--- src/rtl/pipe_stage_buf.sv ---
// pipe_stage_buf: elastic pipeline register with a 2-entry skid buffer.
// Carries a WIDTH-bit payload with valid/ready handshakes on both sides and a
// synchronous flush. in_ready comes straight from a state flop, so the stage
// breaks the ready path and sustains one payload per cycle under back-pressure.
// Optional feature macro: PIPE_STAGE_PERF_EN adds the stall_cnt and flush_cnt
// saturating performance counters.
module pipe_stage_buf #(
  parameter int unsigned WIDTH  = 32,
  parameter logic [31:0] BUBBLE = 32'h0000_0013,
  parameter int unsigned CNT_W  = 16
) (
  input  logic             CLK,
  input  logic             RST,
  input  logic             flush,
  input  logic             in_valid,
  input  logic [WIDTH-1:0] in_data,
  output logic             in_ready,
  output logic             out_valid,
  output logic [WIDTH-1:0] out_data,
  input  logic             out_ready
`ifdef PIPE_STAGE_PERF_EN
  ,
  output logic [CNT_W-1:0] stall_cnt,
  output logic [CNT_W-1:0] flush_cnt
`endif
);

  // BUBBLE truncated or zero-extended to the payload width
  localparam logic [WIDTH-1:0] BUB = WIDTH'(BUBBLE);

  if (WIDTH < 1 || WIDTH > 256 || CNT_W < 1) begin : g_bad_param
    $error("pipe_stage_buf: WIDTH must be 1..256 and CNT_W at least 1");
  end

  // Encoding chosen so bit 0 is the main-entry valid and bit 1 the skid valid;
  // 2'b10 (skid without main) is the illegal combination.
  typedef enum logic [1:0] {
    EMPTY = 2'b00,
    ONE   = 2'b01,
    FULL  = 2'b11
  } occ_t;

  occ_t             state;
  logic [WIDTH-1:0] m_d;
  logic [WIDTH-1:0] s_d;
  logic             m_v;
  logic             s_v;
  logic             acc;
  logic             pop;

  assign m_v       = state[0];
  assign s_v       = state[1];
  assign in_ready  = !s_v;
  assign out_valid = m_v;
  assign out_data  = m_v ? m_d : BUB;
  assign acc       = in_valid & in_ready;
  assign pop       = m_v & out_ready;

  // Occupancy FSM and data registers; flush empties the stage but keeps data
  always_ff @(posedge CLK or negedge RST) begin
    if (!RST) begin
      state <= EMPTY;
      m_d   <= BUB;
      s_d   <= BUB;
    end else if (flush) begin
      state <= EMPTY;
    end else begin
      case (state)
        EMPTY: begin
          if (acc) begin
            state <= ONE;
            m_d   <= in_data;
          end
        end
        ONE: begin
          if (acc && pop) begin
            m_d <= in_data;
          end else if (acc) begin
            state <= FULL;
            s_d   <= in_data;
          end else if (pop) begin
            state <= EMPTY;
          end
        end
        FULL: begin
          if (pop) begin
            state <= ONE;
            m_d   <= s_d;
          end
        end
        default: state <= EMPTY;
      endcase
    end
  end

`ifdef PIPE_STAGE_PERF_EN
  // Saturating stall and flush counters; only RST clears them
  always_ff @(posedge CLK or negedge RST) begin
    if (!RST) begin
      stall_cnt <= '0;
      flush_cnt <= '0;
    end else begin
      if (m_v && !out_ready && stall_cnt != '1) begin
        stall_cnt <= stall_cnt + 1'b1;
      end
      if (flush && (m_v || s_v) && flush_cnt != '1) begin
        flush_cnt <= flush_cnt + 1'b1;
      end
    end
  end
`endif

  a_skid_needs_main: assert property (@(posedge CLK) disable iff (!RST) !(s_v && !m_v))
    else $error("pipe_stage_buf: skid entry valid while main entry empty");

endmodule

--- config.mk ---
export PLATFORM = sky130hd
export DESIGN_NAME = pipe_stage_buf
export DESIGN_NICKNAME = d
export VERILOG_FILES = /design/src/rtl/pipe_stage_buf.sv
export SDC_FILE = /design/constraint.sdc
export NUM_CORES = 1
export LEC_CHECK = 0
export CAP_MARGIN = 25
export CORE_MARGIN = 1
export CORE_UTILIZATION = 36
export CTS_CLUSTER_DIAMETER = 80
export DETAILED_ROUTE_END_ITERATION = 12
export SLEW_MARGIN = 0
export SYNTH_ARGS = -nofsm -noshare
export SYNTH_HDL_FRONTEND = slang
export SYNTH_SLANG_ARGS = --single-unit
--- constraint.sdc ---
create_clock -name CLK -period 3.2 [get_ports CLK]
set_input_delay 0.64 -clock CLK [delete_from_list [all_inputs] [get_ports CLK]]
set_output_delay 0.64 -clock CLK [all_outputs]
set_load 0.01 [all_outputs]
Word-level counts from Yosys, hierarchy flattened:

Cells that the tools add are included.

* flip-flop bits (word level): 66
* input port bits: 37
* output and inout port bits: 34
* word-level logic and storage cells: 35

* eq/ne operators: 9
* multiplexer cells: 12
* bitwise operators: 4
* reductions and logical operators: 7

Operators by type and width (count)
* $mux W32: 4
* $pmux W32 S3: 1
* $mux W2: 6
* $ne A3 B3 Y1 const B: 3
* $reduce_and A4 Y1: 2
* $ne A2 B2 Y1 const B: 3
* $pmux W2 S3: 1
* $reduce_and A5 Y1: 1
* $ne A4 B4 Y1 const B: 1
* $reduce_bool A3 Y1: 1
* $and A1 B1 Y1: 2
* $eq A2 B1 Y1 const B: 1
* $eq A2 B2 Y1 const B: 1
* $logic_not A2 Y1: 1
* $not A1 Y1: 2
* $logic_and A1 B1 Y1: 1
* $logic_not A1 Y1: 1

Longest topological paths before layout:

Gate-level depths: netlist of the first run.

* word-level depth: 6
* gate-level depth with buffers: 7
* depth with buffers taken out: 6

Worst setup path before layout of the first run:

No wires, ideal clock.

* kind: reg2reg
* start point: reg state[0]
* end point: reg m_d[10]
* library setup time: 0.125 ns
* data arrival time: 1.821 ns
* data required time: 3.075 ns
* path slack: 1.254 ns
* stages on the path, launching flop included: 8
* path buffers: 2
* period minus slack after synthesis: 1.946 ns
* cell sequence: dfrtp_1 -> clkbuf_1 -> inv_1 -> ha_1 -> a22oi_2 -> nand3_2 -> buf_6 -> mux2_4

* word-level cells in the longest chain between the ends: 4
* elaborated cells between the ends (all ways): 11
* classes of those cells: 5 x eq/ne; 1 x mux; 1 x bitwise; 4 x reduce/logical

RTL lines
* start, declared: line 43 `occ_t state;`
* start signal, assigned: line 62 `state <= EMPTY;`
* start signal, assigned: line 66 `state <= EMPTY;`
* start signal, assigned: line 71 `state <= ONE;`
* $and A1 B1 Y1: line 57 `assign pop = m_v & out_ready;`
* $logic_and A1 B1 Y1: line 76 `if (acc && pop) begin`
* $ne A2 B2 Y1 (no line)
* $reduce_and A5 Y1 (no line)
* end signal, assigned: line 72 `m_d <= in_data;`
* end signal, assigned: line 77 `m_d <= in_data;`
* end, declared: line 44 `logic [WIDTH-1:0] m_d;`

Several ways; a longest one is shown, not always the timed one.
A chain may end at the register's enable or synchronous reset.

Worst setup path in the final report of the first run:

* start point: reg state[0]
* end point: out out_data[19]

* word-level cells in the longest chain between the ends: 1

RTL lines
* $mux W32: line 55 `assign out_data = m_v ? m_d : BUB;`
* end, declared: line 19 `output logic [WIDTH-1:0] out_data,`

No other way between the ends.

==> impl_metrics.toml, run 1 <==
[die]
start_util_pct = 37.8
pin_count = 71
dieArea_um2 = 9670
fp.dieW_um = 98.3
die_h_um = 98.3
rows = 34
core_area_um2 = 8850

[clock_network]
root_buffer = "clkbuf_8"
cts.repair.resized = 0
post-cts-setup-buffer-count = 0
cts_buffer_depth = 2
holdBufCountCts = 0
cts_sinks = 66
htreeDepth = 3
insertion_delay_ns = 0.33
numCtsBuffers = 9
cts_tree = "built"
cts.clk_slew.worst_paths_ns = 0.06

[setup_path]
rr_worst_depth = 6
slowest_delay_ns = 0.64
critPathCaptureType = "output port"
crit_required_ns = 2.56
cp.arrival_ns = 2.05
cp_num_buf_inv = 2
worstSetupPathType = "reg -> out"
path_cells = "buf_4 -> and2_1 -> clkdlybuf4s50_1"
worst_path_max_delay_cell = "dfrtp_1"
crit_family = "buffers and inverters"
cp.depth = 3
crit_path_max_fanout = 22
cp-start-kind = "flip-flop"

[yosys]
ys.flop_type = "dfrtp_1"
synth_seq_cells = 66
yosysTopAreaCellShare_pct = 44.9
yosysWarnings = 0
syn_nets = 273
synth.area.top_cells = "dfrtp_1 45%, mux2_2 22%, mux2_4 13%"
ys_async_sr_fraction_pct = 100
synth_edf_count = 0
avgSynthCellArea_um2 = 14.4
yosysUniqueCellTypes = 27
seq_area_frac_synth_pct = 49.7
synthCells = 232
syn_area_um2 = 3340
synth_top_cell_by_area = "dfrtp_1"

[finish]
fin_util_pct = 49.1
drive_above_1_share_pct = 41.6
fill_cells = 808
final_cells = 418
syn_to_final_growth_pct = 30.0
nets = 348
multi_input_area_um2 = 1600
final-seq-area_um2 = 1660
antenna_cells = 0

[drt]
routed_wl_mm = 6.46
via_per_inst = 4.79
ant_nets = 0
vias = 2004
wl_per_cell_um = 15.5
detail_route.drc_violations = 3
first_iter_violations = 30
drtPass1Iterations = 11

[timing]
worst_slew_margin_rel_pct = 49.3
max_slew.worst_pin.slew_ns = 0.761
finalMaxSlewViolations = 0
min_period_over_period_pct = 84.0
clock-skew-final_ns = 0.00693
rsz0062_at_grt = "no"
period_needed_ns = 2.69
finalSetupViolCount = 0
hold_viol_final = 0
setup_tns_ns = 0
fmax_ghz = 0.372
whs_ns = 0.383

[run]
cap_violations = 0

[power_and_ir_drop]
leakage_nw = 1.90
ir_worst_vdd_uv = 336
total_power_mw = 3.57
p_per_area_nw_per_um2 = 823

[hold_path]
worstHoldPathType = "in -> async"

[placed_design]
gp_congestion = 0.759
numPortBuffers = 70
placed_cells = 404
dpl.hpwl_mm = 4.29

[grt]
grt_pass1_vias = 2122
gr-total-overflow = 0
grt_pass1_wl_mm = 11.1
antenna_found_initial = 0
grt_util_all_layers_pct = 14.9
grt_max_degree = 35

[outcome]
status = "finished with violations"
violations = "DRC"
## cells by family (layout without fill, tap and decap cells)
group / after synthesis / in the layout / share of synthesized area, %
buffers and inverters: 15 / 93 / 2.51
muxes: 98 / 98 / 36.3
and+or+nand+nor: 43 / 43 / 8.50
adders and majority gates: 4 / 4 / 1.50
DFF: 66 / 66 / 49.7
AOI/OAI and AO/OA: 6 / 6 / 1.50
## Yosys cell counts, types with 2 or more instances
master,count
ha_1,4
nand2_1,2
or2b_1,4
clkbuf_1,6
dfrtp_1,60
and2_1,29
dfstp_2,6
buf_2,4
mux2_2,66
buf_6,3
mux2_4,30
mux2i_1,2
inv_1,2
## path summary, 6_finish.rpt
kind	slack, ns	from	to
min in group CLK	0.50	s_d[15]	s_d[15]
setup reg to reg	0.78	state[0]	m_d[28]
max in group asynchronous	2.04	RST	s_d[4]
setup / recovery	0.51	state[0]	out_data[19]
hold reg to reg	0.50	s_d[15]	s_d[15]
hold / removal	0.38	RST	m_d[30]
## per-stage QoR
step	setup WS [ns]	instance area, µm²
2_1_floorplan	1.25	3340
3_3_place_gp	0.744	4150
3_5_place_dp	0.719	4150
4_1_cts	0.443	4340
5_1_grt	0.351	4340
6_report	0.513	4340
## power breakdown
part	leakage [nW]	switching, mW	internal, mW
Sequential	0.779	0.213	1.28
Clock	0.101	0.296	0.391
Combinational	1.02	0.473	0.922
## metal layers
layer	wire length (µm)	share of wire, %	global-route usage [%]	up-vias
met4	85	1.3	4.82	0
met5	0	0	0	-
met2	3050	47	23.4	50
met1	3050	47	20.0	992
li1	-	-	-	952
met3	281	4.3	3.79	10
## layout by cell type, fill, tap and decap left out, types with 2 or more instances in the layout
cell type / instances
nand2_1: 2
inv_1: 2
mux2_4: 30
ha_1: 3
mux2i_1: 2
dfrtp_1: 60
buf_4: 7
clkinv_2: 2
or2b_1: 4
dfstp_2: 6
clkdlybuf4s50_1: 69
and2_1: 29
mux2_2: 66
clkbuf_8: 11
## layout make-up
| class | count | area share (%) |
|---|---|---|
| Clock buffer | 11 | 3.49 |
| Tap cell | 108 | 3.11 |
| Inverter | 2 | 0.173 |
| Timing Repair Buffer | 77 | 17.2 |
| Clock inverter | 3 | 0.922 |
| Sequential cell | 66 | 38.2 |
| Multi-Input combinational cell | 151 | 36.9 |
## state kept, by name, indices dropped and copies added, names as in the netlist
register and cells:
state 2, m_d 32, s_d 32
No activity file was read; power rests on OpenSTA's default activity.
==> inputs of run 2 (changes only) <==
Clock period 3.2 ns to 2.65 ns, I/O delays scaled along.
==> impl_metrics.toml, run 2 (same netlist as run 1, synthesis figures left out) <==
[power_and_ir_drop]
leakage_nw = 1.93
ir_worst_vdd_uv = 501
total_power_mw = 4.49
p_per_area_nw_per_um2 = 1020

[die]
core_area_um2 = 8850
rows = 34
dieArea_um2 = 9670
start_util_pct = 37.8
pin_count = 71
die_h_um = 98.3
fp.dieW_um = 98.3

[clock_network]
htreeDepth = 3
insertion_delay_ns = 0.35
numCtsBuffers = 9
holdBufCountCts = 0
post-cts-setup-buffer-count = 0
cts.repair.resized = 0
cts_buffer_depth = 2
cts_sinks = 66
cts_tree = "built"
cts.clk_slew.worst_paths_ns = 0.08
root_buffer = "clkbuf_8"

[finish]
syn_to_final_growth_pct = 32.2
fill_cells = 790
top_regs = "m_d x32, s_d x32, state x2"
nets = 350
final-seq-area_um2 = 1660
fin_util_pct = 49.9
antenna_cells = 0
layout_commonest_cell = "clkdlybuf4s50_1"
layout_common_cells = "69 x clkdlybuf4s50_1, 66 x mux2_2, 60 x dfrtp_1"
multi_input_area_um2 = 1600
drive_above_1_share_pct = 42.4

[outcome]
status = "finished with violations"
violations = "DRC"

[setup_path]
crit_required_ns = 2.12
worstSetupPathType = "reg -> out"
crit_path_max_fanout = 13
cp-start-kind = "flip-flop"
rrSetupSlack_ns = 0.52
worst_r2r_endpoint = "m_d[28]"
rr_worst_depth = 6
cp.arrival_ns = 1.82
timing.rr.start = "state[0]"
critPathCaptureType = "output port"

[drt]
drtPass1Iterations = 10
wl_per_cell_um = 15.9
detail_route.drc_violations = 7
via_per_inst = 4.86
vias = 2050
routed_wl_mm = 6.70
first_iter_violations = 96
ant_nets = 0

[placed_design]
dpl.hpwl_mm = 4.35
numPortBuffers = 70
gp_congestion = 0.691

[timing]
setup_tns_ns = 0
rsz0062_at_grt = "no"
clock-skew-final_ns = 0.0115
period_needed_ns = 2.35
fmax_ghz = 0.426
finalSetupViolCount = 0
worst_slew_margin_rel_pct = 55.6
max_slew.worst_pin.slew_ns = 0.666
min_period_over_period_pct = 88.6
hold_viol_final = 0
finalMaxSlewViolations = 0

[grt]
grt_pass1_vias = 2174
gr-total-overflow = 0
antenna_found_initial = 0
grt_max_degree = 33
grt_util_all_layers_pct = 15.1
grt_pass1_wl_mm = 11.3

[hold_path]
worstHoldPathType = "in -> async"

[run]
cap_violations = 0
[run 2: cell count changes in the layout (fill, tap and decap cells not counted)]
cell / change
buf_12: +2
bufinv_16: +1
clkbuf_8: -2
clkinv_2: -2
clkinv_4: +3
clkinvlp_4: +1
inv_6: +1
[run 2: how the worst max path moves through the flow]
stage          startpoint          end  slack [ns]  cells past startpoint
2_1_floorplan    state[0]      m_d[10]        0.70                      7
3_3_place_gp     in_valid      m_d[28]        0.33                      6
3_5_place_dp     in_valid      m_d[28]        0.29                      6
4_1_cts          state[0]  out_data[1]        0.25                      4
5_1_grt          state[0]  out_data[1]        0.21                      4
6_report         state[0]  out_data[1]        0.30                      4
[run 2: metrics by stage]
stage / setup slack [ns] / hold slack, ns / cells / cell area (µm²)
2_1_floorplan: 0.704 / 0.234 / 232 / 3340
3_3_place_gp: 0.333 / 0.481 / 406 / 4190
3_5_place_dp: 0.292 / 0.486 / 406 / 4190
4_1_cts: 0.254 / 0.222 / 422 / 4420
5_1_grt: 0.212 / 0.264 / 422 / 4420
6_report: 0.303 / 0.217 / 422 / 4420
[run 2: area by class of cell]
cell class	count	area share, %
inverter	2	0.170
tap	108	3.06
timing repair buffer	79	17.8
clock buffer	9	2.80
sequential	66	37.6
multi-input combinational	151	36.2
clock inverter	7	2.32
[run 2: metal layers]
metal / global-route usage, % / vias up / share of wire [%]
li1: - / 968 / -
met1: 20.2 / 1020 / 47
met2: 23.6 / 51 / 46
met3: 4.15 / 11 / 4.8
met4: 5.28 / 0 / 1.3
met5: 0 / - / 0
[run 2: power breakdown]
| part | switching (mW) | internal (mW) | leakage, nW |
|---|---|---|---|
| logic | 0.605 | 1.14 | 1.04 |
| clock network | 0.420 | 0.537 | 0.110 |
| registers | 0.243 | 1.55 | 0.779 |
| total | 1.27 | 3.22 | 1.93 |
[run 2: critical path, stage by stage, from the launching register on]
cell and delay [ns]:
dfrtp_1 0.35, buf_4 0.20, buf_4 0.20, or2b_1 0.24, clkdlybuf4s50_1 0.48
==> inputs of run 3 (changes only) <==
Settings changed: REMOVE_ABC_BUFFERS set to 1.
==> impl_metrics.toml, run 3 (same netlist as run 1, synthesis figures left out) <==
[grt]
grt_pass1_wl_mm = 11.1
grt_util_all_layers_pct = 15.1
antenna_found_initial = 0
gr-total-overflow = 0
grt_max_degree = 33
grt_pass1_vias = 2129

[placed_design]
dpl.hpwl_mm = 4.48
preCtsSetupSlack_ns = 0.489
dpl_cell_area_um2 = 4200
gp_congestion = 0.710
numPortBuffers = 70

[clock_network]
cts.clk_slew.worst_paths_ns = 0.07
insertion_delay_ns = 0.33
post-cts-setup-buffer-count = 0
cts_sinks = 66
cts_buffer_depth = 2
htreeDepth = 3
cts.repair.resized = 0
numCtsBuffers = 9
holdBufCountCts = 0
cts_tree = "built"
root_buffer = "clkbuf_8"

[finish]
nets = 351
top_regs = "m_d x32, s_d x32, state x2"
final-seq-area_um2 = 1660
antenna_cells = 0
fin_util_pct = 49.9
layout_commonest_cell = "clkdlybuf4s50_1"
layout_common_cells = "69 x clkdlybuf4s50_1, 66 x mux2_2, 60 x dfrtp_1"
syn_to_final_growth_pct = 32.2
drive_above_1_share_pct = 42.2
fill_cells = 797
multi_input_area_um2 = 1600
finalInstanceArea_um2 = 4420

[die]
die_h_um = 98.3
fp.dieW_um = 98.3
dieArea_um2 = 9670
start_util_pct = 37.8
rows = 34
core_area_um2 = 8850
pin_count = 71

[setup_path]
cp_num_buf_inv = 2
cp-start-kind = "flip-flop"
worst_path_max_delay_cell = "clkdlybuf4s50_1"
slowest_delay_ns = 0.48
crit_family = "buffers and inverters"
rr_worst_depth = 6
path_cells = "buf_4 -> or2b_1 -> clkdlybuf4s50_1"
worstSetupPathType = "reg -> out"
rrSetupSlack_ns = 0.56
crit_required_ns = 2.12
worst_r2r_endpoint = "m_d[28]"
crit_start = "state[0]"
timing.rr.start = "state[0]"
crit_path_max_fanout = 12
cp.arrival_ns = 1.62
critPathCaptureType = "output port"

[timing]
worst_slew_margin_rel_pct = 65.3
period_needed_ns = 2.15
whs_ns = 0.163
rsz0062_at_grt = "no"
fmax_ghz = 0.465
setup_tns_ns = 0
finalMaxSlewViolations = 0
finalSetupViolCount = 0
hold_viol_final = 0
min_period_over_period_pct = 81.1
fin_ws_ns = 0.502
max_slew.worst_pin.slew_ns = 0.520
clock-skew-final_ns = 0.00476

[outcome]
status = "finished with violations"
violations = "DRC"

[drt]
vias = 2048
wl_per_cell_um = 15.5
ant_nets = 0
routed_wl_mm = 6.55
via_per_inst = 4.84
detail_route.drc_violations = 1
drtPass1Iterations = 10
first_iter_violations = 66

[hold_path]
worstHoldPathType = "in -> async"

[run]
cap_violations = 0

[power_and_ir_drop]
ir_worst_vdd_uv = 386
leakage_nw = 1.93
p_per_area_nw_per_um2 = 1010
-- run 3: changes by cell type in the layout (fill, tap and decap cells not counted), sizes merged --
cell	delta
clkbuf	+2
clkinv	-1
inv	-1
buf	+1
-- run 3: how the worst max path moves through the flow --
stage                  endpoint  depth (start not counted)
global route        out_data[1]                          3
finish              out_data[1]                          3
detailed placement      m_d[26]                          6
global placement        m_d[17]                          6
CTS                 out_data[1]                          3
floorplan               m_d[27]                          4
-- run 3: where the power goes --
| group | leakage [nW] | switching (mW) | internal (mW) |
|---|---|---|---|
| logic | 1.04 | 0.591 | 1.14 |
| registers | 0.779 | 0.249 | 1.55 |
| clock network | 0.109 | 0.372 | 0.553 |
| total | 1.93 | 1.21 | 3.24 |
-- run 3: metrics by stage --
stage,total power [mW],std cells
floorplan,2.88,219
global placement,3.52,407
detailed placement,3.56,407
CTS,4.52,423
global route,4.74,423
finish,4.45,423
-- run 3: metal layers --
metal	share of wire (%)	up-vias	wire length (µm)	track usage, %
li1	-	966	-	-
met1	49	1025	3200	20.5
met2	45	52	2960	22.6
met3	4.9	5	320	4.94
met4	0.95	0	62	5.17
met5	0	-	0	0
-- run 3: final cells by class --
| type | count | area share [%] |
|---|---|---|
| inverters | 2 | 0.170 |
| clock buffers | 11 | 3.20 |
| flip-flops and latches | 66 | 37.6 |
| well taps | 108 | 3.06 |
| multi-input cells | 151 | 36.2 |
| repair buffers | 80 | 18.0 |
| clock inverters | 5 | 1.76 |
